==> src/rtl/mem_port_arbiter.sv <==
// Arbitrates one shared memory port between instruction fetch and the data stage.
// Define FAIR_ARB_EN for round-robin on collisions; otherwise the data stage always wins.
module mem_port_arbiter #(
   parameter int ADDR_W = 32,
   parameter int DATA_W = 32
) (
   input  logic              clk,
   input  logic              rst,
   input  logic              if_req,
   input  logic [ADDR_W-1:0] if_addr,
   input  logic              mem_rd_req,
   input  logic              mem_wr_req,
   input  logic [ADDR_W-1:0] mem_addr,
   input  logic [DATA_W-1:0] mem_wdata,
   input  logic [DATA_W-1:0] m_rdata,
   input  logic              m_ready,
   output logic [ADDR_W-1:0] m_addr,
   output logic [DATA_W-1:0] m_wdata,
   output logic              m_read,
   output logic              m_write,
   output logic [DATA_W-1:0] if_rdata,
   output logic              if_done,
   output logic [DATA_W-1:0] mem_rdata,
   output logic              mem_done,
   output logic              stall_if,
   output logic              stall_mem
);

   typedef enum logic [1:0] {
      IDLE     = 2'd0,
      IF_BUSY  = 2'd1,
      MEM_BUSY = 2'd2
   } state_t;

   state_t            state_q, state_d;
   logic [ADDR_W-1:0] if_addr_q, if_addr_d;
   logic [ADDR_W-1:0] mem_addr_q, mem_addr_d;
   logic [DATA_W-1:0] mem_wdata_q, mem_wdata_d;
   logic              mem_rd_q, mem_rd_d;
   logic              mem_wr_q, mem_wr_d;
   logic [DATA_W-1:0] if_rdata_q, if_rdata_d;
   logic [DATA_W-1:0] mem_rdata_q, mem_rdata_d;
   logic              if_done_q, if_done_d;
   logic              mem_done_q, mem_done_d;
   logic              if_elig, mem_elig;
   logic              grant_if, grant_mem;

   // A requester whose done pulse is high this cycle is still holding its old request.
   assign if_elig  = if_req & ~if_done_q;
   assign mem_elig = (mem_rd_req | mem_wr_req) & ~mem_done_q;

`ifdef FAIR_ARB_EN
   logic last_mem_q, last_mem_d;

   assign grant_mem = mem_elig & (~if_elig | ~last_mem_q);
`else
   assign grant_mem = mem_elig;
`endif
   assign grant_if  = if_elig & ~grant_mem;

   always_comb begin
      state_d     = state_q;
      if_addr_d   = if_addr_q;
      mem_addr_d  = mem_addr_q;
      mem_wdata_d = mem_wdata_q;
      mem_rd_d    = mem_rd_q;
      mem_wr_d    = mem_wr_q;
      if_rdata_d  = if_rdata_q;
      mem_rdata_d = mem_rdata_q;
      if_done_d   = 1'b0;
      mem_done_d  = 1'b0;
`ifdef FAIR_ARB_EN
      last_mem_d  = last_mem_q;
`endif
      case (state_q)
         IDLE: begin
            if (grant_mem) begin
               state_d     = MEM_BUSY;
               mem_addr_d  = mem_addr;
               mem_wdata_d = mem_wdata;
               mem_wr_d    = mem_wr_req;
               mem_rd_d    = mem_rd_req & ~mem_wr_req;
`ifdef FAIR_ARB_EN
               last_mem_d  = 1'b1;
`endif
            end else if (grant_if) begin
               state_d   = IF_BUSY;
               if_addr_d = if_addr;
`ifdef FAIR_ARB_EN
               last_mem_d = 1'b0;
`endif
            end
         end
         IF_BUSY: begin
            if (m_ready) begin
               state_d    = IDLE;
               if_done_d  = 1'b1;
               if_rdata_d = m_rdata;
            end
         end
         MEM_BUSY: begin
            if (m_ready) begin
               state_d    = IDLE;
               mem_done_d = 1'b1;
               if (mem_rd_q) begin
                  mem_rdata_d = m_rdata;
               end
            end
         end
         default: state_d = IDLE;
      endcase
   end

   // Memory strobes come only from the state register and latched fields.
   always_comb begin
      m_read  = 1'b0;
      m_write = 1'b0;
      m_addr  = '0;
      m_wdata = '0;
      case (state_q)
         IF_BUSY: begin
            m_read = 1'b1;
            m_addr = if_addr_q;
         end
         MEM_BUSY: begin
            m_read  = mem_rd_q;
            m_write = mem_wr_q;
            m_addr  = mem_addr_q;
            m_wdata = mem_wdata_q;
         end
         default: ;
      endcase
   end

   always_ff @(posedge clk) begin
      if (!rst) begin
         state_q     <= IDLE;
         if_addr_q   <= '0;
         mem_addr_q  <= '0;
         mem_wdata_q <= '0;
         mem_rd_q    <= 1'b0;
         mem_wr_q    <= 1'b0;
         if_rdata_q  <= '0;
         mem_rdata_q <= '0;
         if_done_q   <= 1'b0;
         mem_done_q  <= 1'b0;
`ifdef FAIR_ARB_EN
         last_mem_q  <= 1'b0;
`endif
      end else begin
         state_q     <= state_d;
         if_addr_q   <= if_addr_d;
         mem_addr_q  <= mem_addr_d;
         mem_wdata_q <= mem_wdata_d;
         mem_rd_q    <= mem_rd_d;
         mem_wr_q    <= mem_wr_d;
         if_rdata_q  <= if_rdata_d;
         mem_rdata_q <= mem_rdata_d;
         if_done_q   <= if_done_d;
         mem_done_q  <= mem_done_d;
`ifdef FAIR_ARB_EN
         last_mem_q  <= last_mem_d;
`endif
      end
   end

   assign if_rdata  = if_rdata_q;
   assign mem_rdata = mem_rdata_q;
   assign if_done   = if_done_q;
   assign mem_done  = mem_done_q;
   assign stall_if  = if_req & ~if_done_q;
   assign stall_mem = (mem_rd_req | mem_wr_req) & ~mem_done_q;

endmodule

==> config.mk <==
export PLATFORM = sky130hd
export DESIGN_NAME = mem_port_arbiter
export DESIGN_NICKNAME = d
export VERILOG_FILES = /design/src/rtl/mem_port_arbiter.sv
export SDC_FILE = /design/constraint.sdc
export NUM_CORES = 1
export LEC_CHECK = 0
export ABC_AREA = 1
export CAP_MARGIN = 20
export CORE_MARGIN = 3
export CORE_UTILIZATION = 40
export CTS_BUF_LIST = sky130_fd_sc_hd__clkbuf_8
export DETAILED_ROUTE_END_ITERATION = 10
export GPL_ROUTABILITY_DRIVEN = 0
export PLACE_DENSITY = 0.84
export SYNTH_ARGS = -nofsm -noshare
export SYNTH_HDL_FRONTEND = slang
export SYNTH_SLANG_ARGS = --single-unit
==> constraint.sdc <==
create_clock -name clk -period 1.45 [get_ports clk]
set_input_delay 0.29 -clock clk [delete_from_list [all_inputs] [get_ports clk]]
set_output_delay 0.29 -clock clk [all_outputs]
set_load 0.01 [all_outputs]
# Word-level counts from Yosys, hierarchy flattened
# Index checks and enable logic that the tools add are counted.
# totals
reg_bits	166
in_bits	134
output_inout_bits	134
wordCells	41
# classes
eq_ne	4
n_mux	9
bitwise_logic	9
reduce_logical	9
# op_table
op	count
32-bit one-hot mux with 2 select lines	1
32-bit two-way mux	1
2-bit AND reduction	5
2-bit two-way mux	3
3-bit AND reduction	2
1-bit AND	4
1-bit NOT	4
2-bit one-hot mux with 2 select lines	1
3-bit inequality test (second input constant)	1
2-bit by 1-bit == test with 1-bit output (second input constant)	1
2-bit == test (second input constant)	1
2-bit logical NOT	1
1-bit two-way mux	2
2-bit by 1-bit inequality test with 1-bit output (second input constant)	1
1-bit one-hot mux with 2 select lines	1
2-bit OR reduction	1
1-bit bitwise OR	1

# Logic depth before layout (Yosys ltp)
# Gate-level depths: netlist of run 1.
# logic_depth
word_depth	7
depth_mapped	9
ltp_nobuf	7

# Worst setup path before layout of run 1
# No wires, ideal clock.
# synth_timing
kind	register -> output
from	register state_q[0]
to	output port m_addr[0]
t_arrival_ps	1276
t_required_ps	1160
path_slack_ps	-116
stages_incl_launch_ff	7
n_path_buf	2
cell_sequence	dfxtp_1 -> inv_1 -> ha_1 -> clkbuf_1 -> clkbuf_1 -> nand2_1 -> a21oi_1
# synth_via
elab_chain_len	2
elab_cells_between_ends	3
cone_classes	eq/ne (2); mux (1)
# synth_lines
item	line	source
from (decl)	35	state_t state_q, state_d;
from (signal assigned)	151	state_q <= state_d;
2-bit == test / 2-bit by 1-bit == test with 1-bit output (equally long branches)	120	case (state_q)
32-bit one-hot mux with 2 select lines *	120	
to (decl)	17	output logic [ADDR_W-1:0] m_addr,
# Every way passes the cells marked *; elsewhere a longest branch is shown, timed or not.

# Worst setup path after layout of run 1
# Same ends and word-level chain as after synthesis.

==> summary.md, run 1 <==
| Metric | Value |
|---|---|
| Run status | finished with violations |
| Failing checks | negative setup slack |
| Area growth syn-to-layout | 87.7% |
| Dpl hpwl | 15300 um |
| Net Count, Synth | 1052 |
| Minimum clock period | 2.12 ns |
| Buffers on Ports | 267 |
| CP cell instances | buf_6 > inv_8 > ha_4 > clkinv_8 > buf_16 > a21oi_2 > buf_2 |
| Crit path buf inv count | 5 |
| Worst-path clk slew | 0.10 ns |
| Most common cell after layout, fill and taps aside | dfxtp_1 |
| Clock latency on the worst-skew pair | 0.46 ns |
| Placed cell count | 1373 |
| CP Launch Type | flop |
| Cts hold-fix bufs | 0 |
| Max-Cap Viols | 0 |
| Largest area contributor in the netlist | dfxtp_1 |
| CP top delay family | buffers and inverters |
| Clock power share | 28.9% |
| Initial antenna violation count | 0 |
| Power Dens Cells | 1030 nW/um2 |
| CTS Buf Count | 17 |
| CTS tree | done |
| Layout cells sized above 1 | 38.1% |
| Post-route ant nets | 0 |
| Clock Skews | 0.0146 ns |
| Crit-path max cell delay | 0.37 ns |
| Area of the multi-input gates | 3840 um2 |
| Synth top area share | 50.7% |
| Clock Tree Buf Depth | 2 |
| First drt pass iteration count | 6 |
| Fmax | 471 MHz |
| Cell leakage power | 0.00536 uW |
| Slew @ Worst Pin | 0.370 ns |
| Iter 0 DRT Violations | 473 |
| DRC violations left | 0 |
| Ratio of final minimum period to clock period | 147% |
| Min Hold Slack | 0.215 ns |
| Combinational Power Share | 30.0% |
| Ports | 268 |
| Post-Synthesis Cell Area | 6560 um2 |
| Clk root buf | clkbuf_8 |
| TritonCTS Sinks | 166 |
| Yosys cell types | 21 |
| Top post-synthesis cells by area | dfxtp_1 (51%), nor2_1 (11%), nand2_1 (9.8%) |
| First-pass GRT wire length | 38600 um |
| Synth Instances | 914 |
| H-tree depth | 4 |
| WL/cell | 20.4 um |
| Drt total wl | 29800 um |
| Number of global-route vias before repair | 7224 |
| Sequential area share after synthesis | 50.7% |
| Data required time of the worst path | 1.16 ns |
| Row Count | 46 |
| Core area | 15900 um2 |
| RSZ-0062 raised after global routing | yes |
| Via count | 7762 |
| Fill cell count | 1025 |
| # setup viols final | 199 |
| Total global routing track utilization | 27.1% |
| Critical path type | flop to output port |
| Largest net degree at the start of global routing | 59 |
| Avg Inst Size Synth | 7.18 um2 |
| Flops & latches, synth | 166 |
| Max Slew Vio Count | 0 |
| Type of the worst min-delay path | primary input to flop |
| Non-filler cells, final | 1465 |
| Switching Power | 4120 uW |
| Dpl cell area | 9740 um2 |
| Total die area | 18000 um2 |
| DIE HEIGHT | 134 um |
| Final worst slack | -0.674 ns |
| Initial Utilization | 41.1% |
| Overflow after GRT | 0 |
| Layout Nets | 1374 |
| Slowest-stage cell, CP | dfxtp_2 |
| Vias per std cell | 5.30 |
| Die width | 134 um |
| Sw Share | 32.4% |
| Critical path data arrival time | 1.83 ns |
| Cell-internal power | 8580 uW |
| Yosys warns | 0 |
| Inserted Diodes | 0 |
| Register share of total power | 41.1% |
| Final hold violation count | 0 |
| CP Max Fanout | 9 |
| Register area | 3350 um2 |
| Max VDD drop | 0.542 mV |
| Final core utilization | 77.2% |
| Most frequent cells in the layout | dfxtp_1 (150), clkdlybuf4s50_1 (131), nand2_1 (124) |
| Design Area, Final | 12300 um2 |
| Normalized max-slew margin | 75.2% |
| Endpoint class of the critical path | output port |
cells by family after synthesis:
family                     after synthesis  share of synthesized area, %
and+or+nand+nor                        371                          21.6
AOI/OAI and AO/OA                      231                          17.8
DFF                                    166                          50.7
buffers and inverters                  142                          9.19
adders and majority gates                4                         0.763
per-stage QoR:
stage	setup WS (ns)	total power, uW	TNS [ns]
4_1_cts	-0.606	11500	-48.36
2_1_floorplan	-0.0566	6270	-1.75
3_5_place_dp	-0.535	7380	-69.12
5_1_grt	-0.707	13100	-72.41
6_report	-0.674	12700	-62.21
3_3_place_gp	-0.490	7330	-62.86
power groups by stage:
stage / combinational (uW) / sequential [uW] / clock, uW
after floorplan: 1100 / 5170 / 0
after global placement: 2130 / 5190 / 0
after detailed placement: 2180 / 5200 / 0
after CTS: 2680 / 5130 / 3710
after global routing: 3990 / 5250 / 3880
final: 3800 / 5220 / 3670
final cells by class:
class,count,area share [%]
timing repair buffer,365,33.1
clock inverter,15,1.56
multi-input combinational,607,31.2
tap,216,2.19
inverter,78,2.77
timing repair inverter,1,0.0914
clock buffer,17,1.90
sequential,166,27.2
registers in the layout, summed over array words and instances (netlist names):
signal       cells
mem_wr_q         1
mem_rd_q         1
mem_wdata_q     32
state_q          2
if_rdata        32
if_addr_q       32
mem_addr_q      32
mem_done         1
if_done          1
mem_rdata       32
worst register-to-register path: cells and delay by family (launching register included):
kind	cells	cell delay [ns]
AO/OA/AOI/OAI	2	0.32
AND/OR/NAND/NOR	1	0.17
adder cells (fa/ha/maj)	1	0.17
buffers and inverters	6	0.83
flip-flops	1	0.35
cells in the mapped netlist:
cell type  number
a21oi_1       101
buf_1           3
buf_2           7
buf_4           8
buf_6           4
clkbuf_1       42
clkinv_1        1
clkinv_2        1
dfxtp_1       166
ha_1            4
inv_1          73
inv_2           3
nand2_1       171
nand3_1         1
nand3_2         2
nor2_1        195
nor2_4          1
o21ai_0       125
o21ai_1         4
o21ai_4         1
or2_2           1
per-layer routing:
| layer | routed length [um] | up-vias | global-route usage [%] |
|---|---|---|---|
| met2 | 14900 | 465 | 45.6 |
| met3 | 2530 | 120 | 7.05 |
| li1 | - | 3528 | - |
| met5 | 0 | - | 0 |
| met1 | 10900 | 3649 | 32.3 |
| met4 | 1520 | 0 | 12.8 |
final timing paths:
path,startpoint,to,slack [ns],cells after the start
min reg2reg,mem_rdata[29]$_SDFFE_PN0P_,mem_rdata[29]$_SDFFE_PN0P_,0.45,2
max,state_q[0]$_SDFFE_PN0P_,m_addr[0],-0.67,7
min,rst,if_rdata[11]$_SDFFE_PN0P_,0.21,3
max reg2reg,state_q[0]$_SDFFE_PN0P_,mem_rdata[6]$_SDFFE_PN0P_,-0.51,10
repair_timing:
action                                  4_1_cts  5_1_grt
cloned                                       14       20
pin swaps                                    20       50
endpoints found under the setup margin      295      228
gates resized for setup                     568      327
setup buffers                                23        8
Power figures use the tool's default switching activity.
==> inputs of run 2 (changes only) <==
CORE_UTILIZATION = 45   (was 40)
PLACE_DENSITY = 0.89   (was 0.84)
SLEW_MARGIN = 20   (was not set)
clock period = 2.27 ns   (was 1.45 ns; I/O delays follow)
==> summary.md, run 2 (synthesis results as in run 1) <==
| Metric | Value |
|---|---|
| Run status | finished clean |
| Final hold violation count | 0 (unchanged) |
| DIE HEIGHT | 127 um (-5.5%) |
| Die width | 127 um (-5.5%) |
| Ratio of final minimum period to clock period | 98.3% |
| CP Launch Type | flop |
| Hold path start | mem_rdata[6]$_SDFFE_PN0P_ |
| Data required time of the worst path | 1.82 ns (+0.66 ns) |
| GR Util met2 | 41.8% (-3.7 points) |
| Post-route ant nets | 0 (unchanged) |
| Buffers on Ports | 267 (unchanged) |
| Type of the worst min-delay path | flop to flop |
| Row Count | 43 (-6.5%) |
| Power Dens Cells | 693 nW/um2 (-33%) |
| Initial Utilization | 46.5% (+5.4 points) |
| Critical path type | flop to output port |
| Cell leakage power | 0.00409 uW (-24%) |
| H-tree depth | 4 (unchanged) |
| DRC violations left | 0 (unchanged) |
| Register area | 3330 um2 (-0.45%) |
| Layout cells sized above 1 | 9.54% (-29 points) |
| CTS Buf Count | 17 (unchanged) |
| Hold Path Depth | 2 (-1) |
| Total global routing track utilization | 25.1% (-1.9 points) |
| CTS tree | done |
| Worst-path clk slew | 0.09 ns (about the same) |
| Max-Cap Viols | 0 (unchanged) |
| Most frequent cells in the layout | clkdlybuf4s50_1 (200), nor2_1 (195), nand2_1 (171) |
| Fmax | 448 MHz |
| FF-to-FF End | if_rdata[17]$_SDFFE_PN0P_ |
| Slew @ Worst Pin | 0.656 ns (+0.286 ns) |
| Layout Nets | 1299 (-5.5%) |
| CP Max Fanout | 17 (+8) |
| Dpl hpwl | 14300 um (-6.5%) |
| Endpoint class of the critical path | output port |
| First-pass GRT wire length | 32500 um (-16%) |
| GR peak layer | met2 |
| R2R cell count | 7 (-3) |
| RSZ-0062 raised after global routing | yes |
| Overflow after GRT | 0 (unchanged) |
| TritonCTS Sinks | 166 (unchanged) |
| Clock Skews | 0.0191 ns (+0.00445 ns) |
| Pwr Total | 6740 uW (-47%) |
| WL/cell | 15.4 um (-24%) |
| Critical path data arrival time | 1.78 ns (-0.05 ns) |
| Core area | 14100 um2 (-12%) |
| First drt pass iteration count | 5 (-1) |
| Most common cell after layout, fill and taps aside | clkdlybuf4s50_1 |
| Vias per std cell | 4.99 (-5.7%) |
| Clk root buf | clkbuf_8 |
| Drt total wl | 20900 um (-30%) |
| Number of global-route vias before repair | 6444 (-11%) |
| Max VDD drop | 0.519 mV (-4.2%) |
| Ports | 268 (unchanged) |
| Dpl cell area | 9370 um2 (-3.8%) |
| Clock latency on the worst-skew pair | 0.46 ns (about the same) |
| Worst Hold Endpoint | mem_rdata[6]$_SDFFE_PN0P_ |
| Reg-to-Reg Start | state_q[0]$_SDFFE_PN0P_ |
| Area of the multi-input gates | 2690 um2 (-30%) |
| Largest net degree at the start of global routing | 65 (+10%) |
| # setup viols final | 0 (-100%) |
| Via count | 6762 (-13%) |
| Normalized max-slew margin | 56.2% (-19 points) |
| GR met1 Demand/Resource | 30.0% (-2.3 points) |
| Clock Tree Buf Depth | 2 (unchanged) |
| Iter 0 DRT Violations | 432 (-8.7%) |
| Initial antenna violation count | 0 (unchanged) |
| Max Slew Vio Count | 0 (unchanged) |
| Total die area | 16100 um2 (-11%) |
| Fill cell count | 1121 (+9.4%) |
| Cts hold-fix bufs | 0 (unchanged) |
| Design Area, Final | 9740 um2 (-21%) |
| Minimum clock period | 2.23 ns |
| Inserted Diodes | 0 (unchanged) |
| FF-to-FF setup slack | 0.42 ns (+0.93 ns) |
| Min Hold Slack | 0.447 ns (+0.232 ns) |
| Met3 GRT Util | 6.74% (-0.31 points) |
| Area growth syn-to-layout | 48.4% |
[run 2: cell count changes in the layout (fill, tap and decap cells not counted), sizes merged, moves of 2 or more]
cell and delta:
bufinv -2, clkdlybuf4s50 +69, buf -96, clkbuf -15, dlygate4sd2 -19, clkdlybuf4s15 -10
[run 2: area by class of cell]
cell class,instances,area share [%]
clock buffer,17,2.40
clock inverter,15,1.64
inverter,78,3.07
multi-input combinational,606,27.6
sequential,166,34.2
tap,180,2.31
timing repair buffer,292,28.7
[run 2: metal layers]
metal | vias to the layer above | part of all wire (%)
met5 | - | 0
met4 | 0 | 3.9
met3 | 59 | 7.9
met2 | 296 | 48
met1 | 3049 | 41
li1 | 3358 | -
[run 2: what timing repair did]
action	in CTS	in global routing
pin swaps	1	0
cloned	2	0
setup buffers	4	1
endpoints found under the setup margin	66	33
gates resized for setup	144	45
endpoints found under the hold margin	0	0
[run 2: worst max path at each step]
stage | startpoint | end | slack (ns) | depth (start not counted)
2_1_floorplan | state_q[0]$_SDFFE_PN0P_ | m_addr[0] | 0.54 | 6
3_3_place_gp | mem_wr_req | stall_mem | 0.13 | 4
3_5_place_dp | state_q[0]$_SDFFE_PN0P_ | m_addr[21] | 0.11 | 6
4_1_cts | state_q[1]$_SDFFE_PN0P_ | m_addr[21] | -0.07 | 6
5_1_grt | state_q[1]$_SDFFE_PN0P_ | m_addr[10] | -0.06 | 6
6_report | state_q[1]$_SDFFE_PN0P_ | m_addr[10] | 0.04 | 6
[run 2: metrics by stage]
step	setup TNS (ns)	setup WS [ns]	util, %	std cells
6_report	0	0.0378	69.1	1354
5_1_grt	-0.116	-0.0614	69.1	1354
4_1_cts	-1.38	-0.0691	70.0	1353
3_5_place_dp	0	0.109	66.5	1315
3_3_place_gp	0	0.131	66.5	1315
2_1_floorplan	0	0.540	-	914
[run 2: worst max-delay path: stages, from the launching register on]
cell and delay (ns):
dfxtp_4 0.38, inv_2 0.07, ha_4 0.28, clkinv_4 0.07
buf_12 0.16, a21oi_1 0.13, clkdlybuf4s15_2 0.24
[run 2: power by group]
part	total (uW)	switching, uW	leakage, uW	internal [uW]
Sequential	3270	127	0.00136	3140
Clock	2140	1220	0.000194	917
Combinational	1340	706	0.00253	629
